**config.mk**
```make
export PLATFORM = sky130hd
export DESIGN_NAME = drone_ctrl_n
export DESIGN_NICKNAME = d
export VERILOG_FILES = /design/src/rtl/drone_pkg.sv /design/src/rtl/drone_sched.sv /design/src/rtl/drone_ctrl_n.sv
export SDC_FILE = /design/constraint.sdc
export NUM_CORES = 1
export LEC_CHECK = 0
export CAP_MARGIN = 5
export CORE_MARGIN = 8
export CORE_UTILIZATION = 45
export DETAILED_ROUTE_END_ITERATION = 6
export DONT_BUFFER_PORTS = 1
export MAX_ROUTING_LAYER = met4
export PLACE_DENSITY = 0.58
export RECOVER_POWER = 25
export SLEW_MARGIN = 5
export SYNTH_ARGS = -nofsm -noshare
export SYNTH_HDL_FRONTEND = slang
export SYNTH_HIERARCHICAL = 1
export SYNTH_SLANG_ARGS = --single-unit
export TNS_END_PERCENT = 50
```
**constraint.sdc**
```tcl
create_clock -name clk -period 3.8 [get_ports clk]
set_input_delay 0.76 -clock clk [delete_from_list [all_inputs] [get_ports clk]]
set_output_delay 0.76 -clock clk [all_outputs]
set_load 0.005 [all_outputs]
```
**src/rtl/drone_pkg.sv**
```systemverilog
`default_nettype none
// ============================================================================
// Module   : drone_pkg
// Purpose  : Shared types, motor encodings and one-hot helpers for the
//            drone_ctrl_n controller and its scheduler.
// Ports    : none (package)
// Revision : 1.0 - initial release
// ============================================================================
package drone_pkg;

  // Helpers operate on a fixed-width vector; callers zero-extend into it.
  localparam int MAX_FLOORS = 32;

  typedef enum logic [2:0] {
    ST_IDLE      = 3'd0,
    ST_MOVE_UP   = 3'd1,
    ST_MOVE_DOWN = 3'd2,
    ST_DROP      = 3'd3,
    ST_FAULT     = 3'd4
  } state_e;

  localparam logic [1:0] MOT_STOP = 2'b00;
  localparam logic [1:0] MOT_UP   = 2'b01;
  localparam logic [1:0] MOT_DN   = 2'b10;

  // True when exactly one bit is set.
  function automatic logic onehot_valid(input logic [MAX_FLOORS-1:0] v);
    return (v != '0) && ((v & (v - 1'b1)) == '0);
  endfunction

  // Index of the set bit; OR-reduction keeps it a flat mux tree.
  function automatic logic [4:0] onehot_to_idx(input logic [MAX_FLOORS-1:0] v);
    logic [4:0] idx;
    idx = '0;
    for (int i = 0; i < MAX_FLOORS; i++) begin
      if (v[i]) idx = idx | i[4:0];
    end
    return idx;
  endfunction

endpackage
`default_nettype wire

```
**src/rtl/drone_sched.sv**
```systemverilog
`default_nettype none
// ============================================================================
// Module   : drone_sched
// Purpose  : Combinational SCAN scheduler. Reports whether requests exist
//            above/below/at the current floor and the direction to take next.
// Ports    : pending_i  - latched requests
//            pos_i      - current floor index
//            dir_i      - current direction (1 up, 0 down)
//            any_above_o, any_below_o, here_o, next_dir_o
// Revision : 1.0 - initial release
// ============================================================================
module drone_sched
  import drone_pkg::*;
#(
  parameter int NFLOORS = 8,
  localparam int PW = $clog2(NFLOORS)
) (
  input  logic [NFLOORS-1:0] pending_i,
  input  logic [PW-1:0]      pos_i,
  input  logic               dir_i,
  output logic               any_above_o,
  output logic               any_below_o,
  output logic               here_o,
  output logic               next_dir_o
);

  always_comb begin
    any_above_o = 1'b0;
    any_below_o = 1'b0;
    for (int i = 0; i < NFLOORS; i++) begin
      if (pending_i[i] && (i > int'(pos_i))) any_above_o = 1'b1;
      if (pending_i[i] && (i < int'(pos_i))) any_below_o = 1'b1;
    end
    here_o = pending_i[pos_i];
    // Keep heading up while work remains above, unless we are going down
    // and there is still work below; with nothing pending keep dir.
    if (any_above_o && (dir_i || !any_below_o)) begin
      next_dir_o = 1'b1;
    end else if (any_below_o) begin
      next_dir_o = 1'b0;
    end else begin
      next_dir_o = dir_i;
    end
  end

endmodule
`default_nettype wire

```
**src/rtl/drone_ctrl_n.sv**
```systemverilog
`default_nettype none
// ============================================================================
// Module   : drone_ctrl_n
// Purpose  : N-floor drone controller. Latches calls, serves them in SCAN
//            order, drives the motor command and a timed drop pulse, and
//            flags sensor/travel faults (sticky until reset).
// Ports    : clk, rst          - clock, synchronous active-high reset
//            call_i            - call buttons (level)
//            floor_sense_i     - floor sensors (one-hot at a floor, else 0)
//            motor_o           - 00 stop, 01 up, 10 down
//            drop_o            - payload release pulse
//            pos_o             - last floor sensed
//            pending_o         - outstanding requests
//            fault_o           - sticky fault flag
// Revision : 1.0 - initial release
// ============================================================================
module drone_ctrl_n
  import drone_pkg::*;
#(
  parameter int NFLOORS      = 8,
  parameter int DROP_CYCLES  = 16,
  parameter int MOVE_TIMEOUT = 1024,
  localparam int PW = $clog2(NFLOORS)
) (
  input  logic               clk,
  input  logic               rst,
  input  logic [NFLOORS-1:0] call_i,
  input  logic [NFLOORS-1:0] floor_sense_i,
  output logic [1:0]         motor_o,
  output logic               drop_o,
  output logic [PW-1:0]      pos_o,
  output logic [NFLOORS-1:0] pending_o,
  output logic               fault_o
);

  localparam int c_drop_w = $clog2(DROP_CYCLES + 1);
  localparam int c_tmo_w  = $clog2(MOVE_TIMEOUT + 1);

  state_e              state_q, state_d;
  logic                dir_q, dir_d;
  logic [PW-1:0]       pos_q, pos_d;
  logic [NFLOORS-1:0]  pending_q, pending_d;
  logic [c_drop_w-1:0] drop_cnt_q, drop_cnt_d;
  logic [c_tmo_w-1:0]  move_cnt_q, move_cnt_d;

  logic [MAX_FLOORS-1:0] w_fs_ext;
  logic                  w_fs_valid;
  logic                  w_fs_multi;
  logic [PW-1:0]         w_fs_idx;
  logic                  w_new_hit;
  logic                  w_hit_pend;
  logic                  w_in_move;
  logic                  w_drop_last;
  logic [NFLOORS-1:0]    w_clr;
  logic                  w_any_above, w_any_below, w_here, w_next_dir;

  assign w_fs_ext   = MAX_FLOORS'(floor_sense_i);
  assign w_fs_valid = onehot_valid(w_fs_ext);
  assign w_fs_multi = (w_fs_ext != '0) && !w_fs_valid;
  assign w_fs_idx   = PW'(onehot_to_idx(w_fs_ext));
  // A sensor still reporting the floor we just left is not a new arrival.
  assign w_new_hit  = w_fs_valid && (w_fs_idx != pos_q);
  assign w_hit_pend = pending_q[w_fs_idx];
  assign w_in_move  = (state_q == ST_MOVE_UP) || (state_q == ST_MOVE_DOWN);
  assign w_drop_last = (state_q == ST_DROP) &&
                       (drop_cnt_q == c_drop_w'(DROP_CYCLES - 1));
  assign w_clr      = w_drop_last ? (NFLOORS'(1) << pos_q) : '0;

  drone_sched #(
    .NFLOORS (NFLOORS)
  ) u_sched (
    .pending_i   (pending_q),
    .pos_i       (pos_q),
    .dir_i       (dir_q),
    .any_above_o (w_any_above),
    .any_below_o (w_any_below),
    .here_o      (w_here),
    .next_dir_o  (w_next_dir)
  );

  // State register and datapath registers.
  always_ff @(posedge clk) begin
    if (rst) begin
      state_q    <= ST_IDLE;
      dir_q      <= 1'b1;
      pos_q      <= '0;
      pending_q  <= '0;
      drop_cnt_q <= '0;
      move_cnt_q <= '0;
    end else begin
      state_q    <= state_d;
      dir_q      <= dir_d;
      pos_q      <= pos_d;
      pending_q  <= pending_d;
      drop_cnt_q <= drop_cnt_d;
      move_cnt_q <= move_cnt_d;
    end
  end

  // Next-state logic.
  always_comb begin
    state_d   = state_q;
    dir_d     = dir_q;
    pos_d     = w_fs_valid ? w_fs_idx : pos_q;
    pending_d = (pending_q | call_i) & ~w_clr;
    // Counters run only inside their own state, so they are zero on entry.
    drop_cnt_d = ((state_q == ST_DROP) && !w_drop_last) ? drop_cnt_q + 1'b1 : '0;
    move_cnt_d = (w_in_move && !w_new_hit) ? move_cnt_q + 1'b1 : '0;

    case (state_q)
      ST_IDLE: begin
        if (w_here) begin
          state_d = ST_DROP;
        end else if (w_any_above || w_any_below) begin
          dir_d   = w_next_dir;
          state_d = w_next_dir ? ST_MOVE_UP : ST_MOVE_DOWN;
        end
      end
      ST_MOVE_UP, ST_MOVE_DOWN: begin
        if (w_new_hit) begin
          if (w_hit_pend) begin
            state_d = ST_DROP;
          end else if (((state_q == ST_MOVE_UP) && (w_fs_idx == PW'(NFLOORS - 1))) ||
                       ((state_q == ST_MOVE_DOWN) && (w_fs_idx == '0))) begin
            state_d = ST_FAULT;
          end
        end else if (move_cnt_q == c_tmo_w'(MOVE_TIMEOUT - 1)) begin
          state_d = ST_FAULT;
        end
      end
      ST_DROP: begin
        if (w_drop_last) state_d = ST_IDLE;
      end
      ST_FAULT: state_d = ST_FAULT;
      default:  state_d = ST_FAULT;
    endcase

    // Conflicting sensors override everything else.
    if (w_fs_multi) state_d = ST_FAULT;
  end

  // Moore outputs decoded from the registered state.
  always_comb begin
    motor_o = MOT_STOP;
    drop_o  = 1'b0;
    fault_o = 1'b0;
    case (state_q)
      ST_MOVE_UP:   motor_o = MOT_UP;
      ST_MOVE_DOWN: motor_o = MOT_DN;
      ST_DROP:      drop_o  = 1'b1;
      ST_FAULT:     fault_o = 1'b1;
      default:      motor_o = MOT_STOP;
    endcase
  end

  assign pos_o     = pos_q;
  assign pending_o = pending_q;

endmodule
`default_nettype wire

```
==> metrics.yaml <==
outcome: "finished clean"
p_int_w: 0.000556
synth.distinct_cells: 62
max_freq_mhz: 385
whs_ns: 0.466
setup.worst_path.start_class: "flip-flop"
yosys.area.top_type_share: 0.313
grt_overflow: 0
path_max_fanout: 12
final_nets: 243
initial_core_util: 0.462
reg2reg_slack_ns: 1.20
grt.total_usage: 0.144
netlist_top_cells_count: "nor2_1, dfxtp_1, nand2_1"
hold_class: "reg2reg"
coreArea_mm2: 0.00429
worstSkewPairLatency_ns: 0.28
cts_made_buffers: 5
swShare: 0.225
p_leak_nw: 0.723
ioPinCount: 33
die_x_um: 82.4
fin_setup_tns_ns: 0
cts_sinks: 31
slew_viol_final: 0
cp.required_ns: 4.00
yosys.area.top_type: "dfxtp_1"
ys_seq_area_frac: 0.313
synth_flop_cell: "dfxtp_1"
path_delay_family: "multiplexers"
slowest_delay_ns: 0.63
syn_avg_cell_area_um2: 8.74
ir_drop_mv: 0.236
dieArea_mm2: 0.00679
cts_setup_buffers: 0
numPortBuffers: 0
grt_pass1_wl_um: 7430
async_flop_share: 0
antenna_found_initial: 0
cts_tree: "yes"
area_growth_pct: 4.86
critPathKind: "reg2reg"
p_per_area_mw_per_mm2: 345
syn_inst: 227
worstMarginPinSlew_ns: 0.794
cap_violations: 0
diodes: 0
clkPwrFrac: 0.430
period_needed_ns: 2.60
p_seq_frac: 0.489
grt_pass1_vias: 1568
ys_seq_elements: 31
path_clk_slew_ns: 0.06
netlist_area_mm2: 0.00198
routedWlPerCell_um: 16.1
num_vias: 1610
crit_arrival_ns: 2.79
period_share: 0.684
fill_cells: 407
cp_cell_sequence: "mux4_1 -> mux2_2 -> nor4_1 -> a2bb2oi_1 -> o31ai_1 -> o21ai_1 -> o211a_1 -> nor3_1"
die_h_um: 82.4
routed_wl_um: 4410
cts_max_level: 2
drcViolationCount: 0
synthesis.nets: 248
synth_edf_count: 0
num_rows: 24
grt_max_degree: 18
setup_viol: 0
vias_per_cell: 5.88
rsz0062_at_grt: "no"
p_switching_w: 0.000162
fin_skew_ns: 0.00627
antenna_left: 0
dp_hpwl_um: 3310
drtIter0Drc: 104
firstDrtPassIters: 4
yosys_warnings: 6
power_frac_comb: 0.081
cts_buffer_depth: 2
final_util: 0.485
end_kind: "flip-flop"
hold_viol: 0
place_congestion: 0.829
finalPower_w: 0.000718
path_buf_inv: 0
yosys-top-cells-area: "dfxtp_1, nor2_1, xnor2_1, a211oi_1, xor2_1"
synth_most_common_cell: "nor2_1"
drive_above_1_share: 0.108
cp_slowest_cell: "mux4_1"
slew_headroom: 0.466
postCtsHoldBufs: 0
ctsResizeCount: 0
clockRootBuffer: "clkbuf_8"
## sequential cells by signal (all words and copies together), names as in the netlist
name and flops:
dir_q 1, pending_o 8, move_cnt_q 11, drop_cnt_q 5
pos_o 3, state_q 3
## placed cells by master (no fill, tap or decap), types with 2 or more instances in the layout
| cell type | n |
|---|---|
| nand2_1 | 11 |
| nor2_1 | 39 |
| a31oi_1 | 3 |
| o31ai_1 | 3 |
| and3_1 | 3 |
| nor3b_1 | 2 |
| dfxtp_1 | 31 |
| xor2_1 | 6 |
| a2bb2oi_1 | 2 |
| nor3_1 | 7 |
| or3_1 | 2 |
| ha_1 | 3 |
| clkbuf_8 | 5 |
| maj3_1 | 2 |
| nand3_1 | 6 |
| o21ai_0 | 7 |
| a311oi_1 | 3 |
| inv_1 | 10 |
| o41a_1 | 2 |
| nor4_1 | 3 |
| nor2b_1 | 2 |
| nor4_4 | 2 |
| xnor2_1 | 9 |
| o211a_1 | 2 |
| a211oi_1 | 10 |
| nand4_1 | 3 |
| nand2b_1 | 5 |
| a21oi_1 | 2 |
| mux2i_1 | 3 |
| o21a_1 | 2 |
## final cells by class
type                            instances  area (µm²)  area share
Tap cell                               52        65.1      0.0313
Sequential cell                        31         621       0.298
Inverter                               10        37.5      0.0180
Multi-Input combinational cell        174        1250       0.603
Clock inverter                          1        30.0      0.0144
Clock buffer                            6        72.6      0.0349
## worst reg2reg max path, cell delays in order, from the launching register on
cell       delay (ns)
dfxtp_1          0.61
mux4_1           0.63
mux2_2           0.30
nor4_1           0.24
a2bb2oi_1        0.16
o31ai_1          0.12
o21ai_1          0.15
o211a_1          0.14
nor3_1           0.16
## cells by family (layout without fill, tap and decap cells)
group | Yosys count | count (layout) | share of synthesized area
AND/OR/NAND/NOR | 96 | 96 | 0.263
AO/OA/AOI/OAI | 50 | 50 | 0.216
flip-flops | 31 | 31 | 0.313
buffers and inverters | 22 | 17 | 0.0549
XOR/XNOR | 15 | 15 | 0.0662
multiplexers | 7 | 7 | 0.0530
adder cells (fa/ha/maj) | 6 | 6 | 0.0347
## per-layer routing
layer | vias up | track usage | part of all wire
met4 | 0 | 0.0421 | 0.0064
met2 | 32 | 0.219 | 0.46
met5 | - | - | 0
met1 | 753 | 0.177 | 0.47
met3 | 2 | 0.0487 | 0.058
li1 | 823 | - | -
## power groups by stage
stage	clock network, W	logic, W	registers (W)
after floorplan	0	0.0000628	0.000351
after global placement	0	0.0000566	0.000358
after detailed placement	0	0.0000578	0.000358
after CTS	0.000317	0.0000583	0.000351
after global routing	0.000335	0.0000645	0.000353
final	0.000309	0.0000581	0.000351
## metrics by stage
stage               instance area [µm²]  std cells  worst slack (ns)
CTS                                2080        274              1.18
detailed placement                 1980        267             0.924
finish                             2080        274              1.20
floorplan                          1980        227              1.04
global route                       2080        274              1.03
global placement                   1980        267             0.988
## final timing paths
path                       startpoint                        to  depth (start not counted)
max             pos_o[0]$_SDFFE_PP0P_   state_q[1]$_SDFFE_PP0P_                          8
min          drop_cnt_q[0]$_SDFF_PP0_  drop_cnt_q[0]$_SDFF_PP0_                          1
max reg2reg     pos_o[0]$_SDFFE_PP0P_   state_q[1]$_SDFFE_PP0P_                          8
min reg2reg  drop_cnt_q[0]$_SDFF_PP0_  drop_cnt_q[0]$_SDFF_PP0_                          1
Note: power is estimated with default switching activity, not from simulation.
